**config.mk**
```make
export PLATFORM = sky130hd
export DESIGN_NAME = seg7_msg_scroller_flat
export DESIGN_NICKNAME = d
export VERILOG_FILES = /design/src/rtl/seg7_msg_scroller_pkg.sv /design/src/rtl/seg7_msg_scroller_if.sv /design/src/rtl/seg7_msg_scroller_buf.sv /design/src/rtl/seg7_msg_scroller.sv /design/src/flat_wrapper.sv
export SDC_FILE = /design/constraint.sdc
export NUM_CORES = 1
export LEC_CHECK = 0
export CAP_MARGIN = 25
export CORE_ASPECT_RATIO = 1.1
export CORE_UTILIZATION = 50
export CTS_BUF_LIST = sky130_fd_sc_hd__clkbuf_4 sky130_fd_sc_hd__clkbuf_8
export DETAILED_ROUTE_END_ITERATION = 7
export GPL_ROUTABILITY_DRIVEN = 1
export GPL_TIMING_DRIVEN = 0
export PLACE_DENSITY = 0.7
export SLEW_MARGIN = 40
export SYNTH_ARGS = -nofsm -noshare
export SYNTH_HDL_FRONTEND = slang
export SYNTH_HIERARCHICAL = 1
export SYNTH_SLANG_ARGS = --single-unit
```
**constraint.sdc**
```tcl
create_clock -name clk_500hz -period 5.2 [get_ports clk_500hz]
set_clock_uncertainty 0.05 [all_clocks]
set_input_delay 0.52 -clock clk_500hz [delete_from_list [all_inputs] [get_ports clk_500hz]]
set_output_delay 0.52 -clock clk_500hz [all_outputs]
set_load 0.05 [all_outputs]
```
**src/rtl/seg7_msg_scroller_pkg.sv**
```systemverilog
// Shared types and constants for the 7-segment message scroller.
package seg7_pkg;

    typedef enum logic [1:0] {
        IDLE  = 2'd0,
        CLEAR = 2'd1,
        SEND  = 2'd2,
        HOLD  = 2'd3
    } seg7_state_e;

    localparam logic [7:0] SPACE_CHAR  = 8'h20;
    localparam int         FRAME_BEATS = 8;
    localparam int         SCROLL_GAP  = 3;

endpackage

```
**src/rtl/seg7_msg_scroller_if.sv**
```systemverilog
// Message-load and display-frame signals of the scroller.
interface seg7_msg_scroller_if #(
    parameter int LEN_W = 6
);
    logic             msg_clr;
    logic             msg_wr;
    logic [7:0]       msg_data;
    logic             run;
    logic [7:0]       char_out;
    logic             char_valid;
    logic             clear;
    logic             busy;
    logic [LEN_W-1:0] msg_len;

    modport master (
        output msg_clr, msg_wr, msg_data, run,
        input  char_out, char_valid, clear, busy, msg_len
    );

    modport slave (
        input  msg_clr, msg_wr, msg_data, run,
        output char_out, char_valid, clear, busy, msg_len
    );
endinterface

```
**src/rtl/seg7_msg_scroller_buf.sv**
```systemverilog
// Append-only message register file with length counter; writes when full are dropped.
module seg7_msg_buf #(
    parameter int MSG_DEPTH = 32,
    parameter int LEN_W     = $clog2(MSG_DEPTH) + 1,
    localparam int AW       = $clog2(MSG_DEPTH)
) (
    input  logic             clk_500hz,
    input  logic             rst_n,
    input  logic             clr,
    input  logic             wr,
    input  logic [7:0]       wr_data,
    input  logic [AW-1:0]    rd_addr,
    output logic [7:0]       rd_data,
    output logic [LEN_W-1:0] len
);
    localparam logic [LEN_W-1:0] DEPTH_L = LEN_W'(MSG_DEPTH);

    logic [MSG_DEPTH-1:0][7:0] mem;
    logic                      full;

    assign full    = (len == DEPTH_L);
    assign rd_data = mem[rd_addr];

    // clear has priority over a same-cycle append
    always_ff @(posedge clk_500hz or negedge rst_n) begin
        if (!rst_n) begin
            len <= '0;
            mem <= '0;
        end else if (clr) begin
            len <= '0;
        end else if (wr && !full) begin
            mem[len[AW-1:0]] <= wr_data;
            len              <= len + 1'b1;
        end
    end
endmodule

```
**src/rtl/seg7_msg_scroller.sv**
```systemverilog
// Frame sequencer: clear pulse, 8 char beats, hold, scroll; feeds the 8-digit display.
// Define SEG7_SCROLL_GAP_EN to insert blank characters between scroll repetitions.
module seg7_msg_scroller
    import seg7_pkg::*;
#(
    parameter int MSG_DEPTH  = 32,
    parameter int HOLD_TICKS = 250,
    parameter int LEN_W      = $clog2(MSG_DEPTH) + 1
) (
    input  logic                 clk_500hz,
    input  logic                 rst_n,
    seg7_msg_scroller_if.slave   bus
);
    localparam int               AW        = $clog2(MSG_DEPTH);
    localparam int               HW        = $clog2(HOLD_TICKS + 1);
    localparam logic [HW-1:0]    HOLD_LAST = HW'(HOLD_TICKS - 1);
    localparam logic [LEN_W-1:0] BEATS_L   = LEN_W'(FRAME_BEATS);

    seg7_state_e      state, state_nxt;
    logic [LEN_W-1:0] offset, rd_idx, flen;
    logic [2:0]       k;
    logic [HW-1:0]    hcnt;
    logic             abort;
    logic [7:0]       char_out_q;
    logic             char_valid_q, clear_q;

    logic [LEN_W-1:0] src_idx, src_beat, src_len;
    logic             long_msg, in_range;
    logic [AW-1:0]    rd_addr;
    logic [7:0]       rd_data, src_char;

    seg7_msg_buf #(.MSG_DEPTH(MSG_DEPTH), .LEN_W(LEN_W)) u_buf (
        .clk_500hz (clk_500hz),
        .rst_n     (rst_n),
        .clr       (bus.msg_clr),
        .wr        (bus.msg_wr),
        .wr_data   (bus.msg_data),
        .rd_addr   (rd_addr),
        .rd_data   (rd_data),
        .len       (bus.msg_len)
    );

    // Length of the scroll cycle; the gap appends blanks only for scrolling messages.
    function automatic logic [LEN_W-1:0] eff_len(input logic [LEN_W-1:0] l);
`ifdef SEG7_SCROLL_GAP_EN
        return (l > BEATS_L) ? l + LEN_W'(SCROLL_GAP) : l;
`else
        return l;
`endif
    endfunction

    function automatic logic [LEN_W-1:0] wrap_inc(input logic [LEN_W-1:0] idx,
                                                  input logic [LEN_W-1:0] l);
        logic [LEN_W-1:0] nx;
        nx = idx + 1'b1;
        return (nx >= eff_len(l)) ? '0 : nx;
    endfunction

    // Character for the beat being loaded: beat 0 from CLEAR, beat k+1 from SEND.
    always_comb begin
        src_idx  = offset;
        src_beat = '0;
        src_len  = bus.msg_len;
        if (state == SEND) begin
            src_idx  = rd_idx;
            src_beat = LEN_W'(k) + 1'b1;
            src_len  = flen;
        end
        long_msg = (src_len >= BEATS_L);
        rd_addr  = long_msg ? src_idx[AW-1:0] : src_beat[AW-1:0];
        in_range = long_msg ? (src_idx < src_len) : (src_beat < src_len);
        src_char = in_range ? rd_data : SPACE_CHAR;
    end

    always_comb begin
        state_nxt = state;
        abort     = bus.msg_clr && (state != IDLE);
        case (state)
            IDLE:    if (bus.run && bus.msg_len != '0 && !bus.msg_clr) state_nxt = CLEAR;
            CLEAR:   state_nxt = SEND;
            SEND:    if (k == 3'd7) state_nxt = HOLD;
            HOLD: begin
                if (!bus.run)               state_nxt = IDLE;
                else if (hcnt == HOLD_LAST) state_nxt = CLEAR;
            end
            default: state_nxt = IDLE;
        endcase
        if (abort) state_nxt = IDLE;
    end

    always_ff @(posedge clk_500hz or negedge rst_n) begin
        if (!rst_n) begin
            state        <= IDLE;
            offset       <= '0;
            rd_idx       <= '0;
            flen         <= '0;
            k            <= '0;
            hcnt         <= '0;
            char_out_q   <= '0;
            char_valid_q <= 1'b0;
            clear_q      <= 1'b0;
        end else begin
            state        <= state_nxt;
            clear_q      <= abort || (state_nxt == CLEAR);
            char_valid_q <= (state_nxt == SEND);
            char_out_q   <= (state_nxt == SEND) ? src_char : 8'h00;
            case (state)
                CLEAR: begin
                    flen   <= bus.msg_len;
                    rd_idx <= wrap_inc(offset, bus.msg_len);
                    k      <= '0;
                    hcnt   <= '0;
                end
                SEND: begin
                    rd_idx <= wrap_inc(rd_idx, flen);
                    k      <= k + 3'd1;
                end
                HOLD: begin
                    hcnt <= hcnt + 1'b1;
                    if (bus.run && hcnt == HOLD_LAST) begin
                        hcnt   <= '0;
                        offset <= (bus.msg_len > BEATS_L) ? wrap_inc(offset, bus.msg_len) : '0;
                    end
                end
                default: ;
            endcase
            if (bus.msg_clr) offset <= '0;
        end
    end

    assign bus.char_out   = char_out_q;
    assign bus.char_valid = char_valid_q;
    assign bus.clear      = clear_q;
    assign bus.busy       = (state != IDLE);
endmodule

```
**src/flat_wrapper.sv**
```systemverilog
// flat-port wrapper written by rule: the top's interface ports become plain ports
module seg7_msg_scroller_flat import seg7_pkg::*;
#(
    parameter int MSG_DEPTH  = 32,
    parameter int HOLD_TICKS = 250,
    parameter int LEN_W      = $clog2(MSG_DEPTH) + 1
)
  (clk_500hz, rst_n, bus_msg_clr, bus_msg_wr, bus_msg_data, bus_run, bus_char_out, bus_char_valid, bus_clear, bus_busy, bus_msg_len);
  seg7_msg_scroller_if #(.LEN_W(LEN_W)) bus_i ();
  input  logic clk_500hz;
  input  logic rst_n;
  input wire logic [$bits(bus_i.msg_clr)-1:0] bus_msg_clr;
  input wire logic [$bits(bus_i.msg_wr)-1:0] bus_msg_wr;
  input wire logic [$bits(bus_i.msg_data)-1:0] bus_msg_data;
  input wire logic [$bits(bus_i.run)-1:0] bus_run;
  output wire logic [$bits(bus_i.char_out)-1:0] bus_char_out;
  output wire logic [$bits(bus_i.char_valid)-1:0] bus_char_valid;
  output wire logic [$bits(bus_i.clear)-1:0] bus_clear;
  output wire logic [$bits(bus_i.busy)-1:0] bus_busy;
  output wire logic [$bits(bus_i.msg_len)-1:0] bus_msg_len;
  assign bus_i.msg_clr = bus_msg_clr;
  assign bus_i.msg_wr = bus_msg_wr;
  assign bus_i.msg_data = bus_msg_data;
  assign bus_i.run = bus_run;
  assign bus_char_out = bus_i.char_out;
  assign bus_char_valid = bus_i.char_valid;
  assign bus_clear = bus_i.clear;
  assign bus_busy = bus_i.busy;
  assign bus_msg_len = bus_i.msg_len;
  seg7_msg_scroller #(.MSG_DEPTH(MSG_DEPTH), .HOLD_TICKS(HOLD_TICKS), .LEN_W(LEN_W)) u_core (.clk_500hz(clk_500hz), .rst_n(rst_n), .bus(bus_i));
endmodule
```
==> metrics.md <==
| Metric | Value |
|---|---|
| # IOs | `30` |
| Clock power frac | `0.381` |
| Clk_lat worst skew | `0.59 ns` |
| Worst r2r path cells | `13` |
| Mapped Nets | `1,083` |
| Reg clk slew, reported paths | `0.06 ns` |
| Setup-failing EPs final | `0` |
| Critical Path Fanout Max | `10` |
| Post-synth top flop | `dfrtp_1` |
| Vias in the first global route | `9,530` |
| Die boundary height | `183 um` |
| Full die area | `30,500 sq um` |
| Finished Layout Cells | `1,531` |
| Slew @ Worst Pin | `0.827 ns` |
| Drt total wl | `35,900 um` |
| Count of yosys warnings during synthesis | `6` |
| DP Wirelength | `24,900 um` |
| Mux cell area share after synthesis | `0.334` |
| DRT antenna net count | `0` |
| Avg Inst Size Synth | `14.4 sq um` |
| Sw frac | `0.277` |
| Initial drt markers | `542` |
| Area growth, synth to finish | `13.3%` |
| Largest family of logic cells by synthesized area | `multiplexers` |
| Initial antenna violation count | `0` |
| First-pass GRT wire length | `56,400 um` |
| Crit path DAT | `5.29 ns` |
| Dpl ws | `0.327 ns` |
| Synthesized instance count | `1,036` |
| Power per cell area | `338 nW/um^2` |
| F_max | `204 MHz` |
| Root buffer cell | `clkbuf_8` |
| H-tree depth | `2` |
| Final hold viol count | `0` |
| GRT Util Overall | `0.247` |
| Post-synth cell types | `59` |
| Outcome | `finished, violations left` |
| Global route overflow | `0` |
| Ys async rst share | `1.00` |
| Vias per Instance | `5.97` |
| Failing checks | `DRC` |
| Crit path time final | `4.89 ns` |
| Rel. slew slack | `0.449` |
| XOR/XNOR share of the synthesized area | `0.00706` |
| Tcrit/Tclk final | `0.941` |
| Row cnt | `65` |
| TritonCTS Buffers | `50` |
| Seq/Total Area, Yosys | `0.509` |
| Largest net degree at the start of global routing | `75` |
| NetSw | `1.58 mW` |
| Area fraction in compound gates after synthesis | `0.0422` |
| Mapped Area | `14,900 sq um` |
| Worst Hold Class | `in -> async` |
| EDFF count, synth | `0` |
| Post-Synth Simple-Gate Area | `0.0545` |
| # port buffers | `29` |
| Max-cap viol count | `0` |
| Critical path capture point type | `flop` |
| # hold bufs at CTS | `1` |
| Chip width | `167 um` |
| Initial Util | `0.514` |
| ANT cells | `0` |
| GP Congestion | `0.858` |
| Layout cell share with drive strength beyond 1 | `0.438` |
| CTS tree | `built` |
| Drt first pass iters | `7` |
| Post-CTS Repair Setup Buffers | `0` |
| Comb pwr share | `0.165` |
| Post-synthesis adder-cell area fraction | `0.0286` |
| Nets@finish | `1,173` |
| Reg power frac | `0.454` |
| Final worst slack | `0.309 ns` |
| RSZ-0062 raised after global routing | `false` |
| CP Class | `reg -> reg` |
| Clock Sinks | `303` |
| Lkg Pwr | `7.91 nW` |
| CORE AREA | `29,000 sq um` |
| Worst VDD drop | `0.000155 V` |
| # resized after CTS | `0` |
| Placed Cells | `1,441` |
| Worst endpoint required time | `5.60 ns` |
| Max Buffers Root-to-Sink | `3` |
| Drt drc | `3` |
| Fin. max-slew vios | `0` |
| Startpoint types | `flop` |
| Internal power | `4.12 mW` |
| Vias | `9,145` |
| Wire per inst | `23.5 um` |
| Synth Register Bits | `303` |
path summary, 6_finish.rpt:
kind                                       start                      to  slack [ns]
max                              u_core/state[0]  u_core/bus.char_out[3]        0.31
min                                        rst_n          u_core/hcnt[6]        0.41
max reg2reg                      u_core/state[0]  u_core/bus.char_out[3]        0.31
min reg2reg                u_core/u_buf/mem[183]   u_core/u_buf/mem[183]        0.45
max in group asynchronous                  rst_n   u_core/u_buf/mem[131]        3.68
min in group clk_500hz     u_core/u_buf/mem[183]   u_core/u_buf/mem[183]        0.45
per-stage QoR:
| stage | total power [mW] | cell area [sq um] | utilization | hold slack, ns | TNS, ns |
|---|---|---|---|---|---|
| floorplan | 3.25 | 14900 | - | 0.174 | 0 |
| global placement | 3.53 | 15600 | 0.540 | 0.431 | -2872.94 |
| detailed placement | 3.57 | 15800 | 0.546 | 0.425 | 0 |
| CTS | 5.75 | 16900 | 0.583 | 0.400 | 0 |
| global route | 5.95 | 16900 | 0.583 | 0.425 | 0 |
| finish | 5.71 | 16900 | 0.583 | 0.410 | 0 |
synth_stat cells, types with 11 or more instances:
master    instances  area [sq um]
dfrtp_1         303          7580
mux2_2          275          3100
mux4_2           80          1800
clkbuf_1         41           154
inv_1            37           139
ha_1             34           425
nand2_2          32           200
o21ai_0          28           140
nand2_1          27           101
nor2_1           25          93.8
a21oi_1          17          85.1
nand3_1          11          55.1
placed cells by master (no fill, tap or decap), drive strengths merged, types with 4 or more instances in the layout:
master	netlist	routed
clkinv	0	7
mux4	80	80
and3	5	5
nand4	4	4
clkbuf	41	124
nand3	11	11
o21ai	29	29
nor2b	7	7
nor3b	4	4
a2111oi	4	4
o211ai	4	4
xor2	7	7
nor2	25	25
o31ai	4	4
mux2	275	275
and2	11	11
a21oi	17	17
dfrtp	303	303
xnor2	5	5
mux2i	7	7
nor3	4	4
nand2	59	59
buf	14	22
inv	37	37
clkdlybuf4s50	0	28
ha	34	34
nand2b	5	5
logic make-up (layout without fill, tap and decap cells):
logic type      after synthesis  count (layout)
compound gates               84              84
flops                       303             303
fa+ha+maj                    34              34
xor+xnor                     12              12
buf+inv                      92             219
simple gates                149             149
mux                         362             362
state kept, by name, indices dropped and copies added (netlist names):
signal                 count
u_core/rd_idx              6
u_core/bus.clear           1
u_core/state               2
u_core/k                   3
u_core/bus.char_valid      1
u_core/u_buf/len           6
u_core/bus.char_out        8
u_core/offset              6
u_core/flen                6
u_core/hcnt                8
u_core/u_buf/mem         256
critical path: stages (launching register included):
cell and delay (ns):
dfrtp_1 0.45, inv_1 0.14, ha_1 0.18, buf_6 0.13, buf_4 0.19, clkbuf_1 0.47
and2_1 0.26, mux2_2 0.16, clkbuf_1 0.62, clkbuf_1 0.63, mux4_2 0.49, mux4_2 0.53
mux2_2 0.27, and2_1 0.18
cell type report:
| cell class | count | area [sq um] |
|---|---|---|
| Timing Repair Buffer | 38 | 445 |
| Clock buffer | 82 | 1000 |
| Clock inverter | 7 | 57.6 |
| Multi-Input combinational cell | 641 | 6950 |
| Sequential cell | 303 | 7580 |
| Tap cell | 368 | 460 |
| Inverter | 37 | 139 |
| Buffer | 55 | 236 |
| Fill cell | 2316 | 12100 |
per-layer routing:
layer  GRT usage  share of wire  vias up
li1            -              -     4033
met1       0.337           0.43     4805
met3      0.0598          0.066       65
met5           0              0        -
met2       0.386           0.47      242
met4      0.0900          0.032        0
power by group through the flow:
stage	combinational [mW]	clock (mW)	sequential (mW)
after floorplan	0.601	0	2.65
after global placement	0.903	0	2.63
after detailed placement	0.936	0	2.63
after CTS	0.941	2.22	2.59
after global routing	1.02	2.32	2.61
final	0.940	2.17	2.59
No activity file was read; power rests on OpenSTA's default activity.
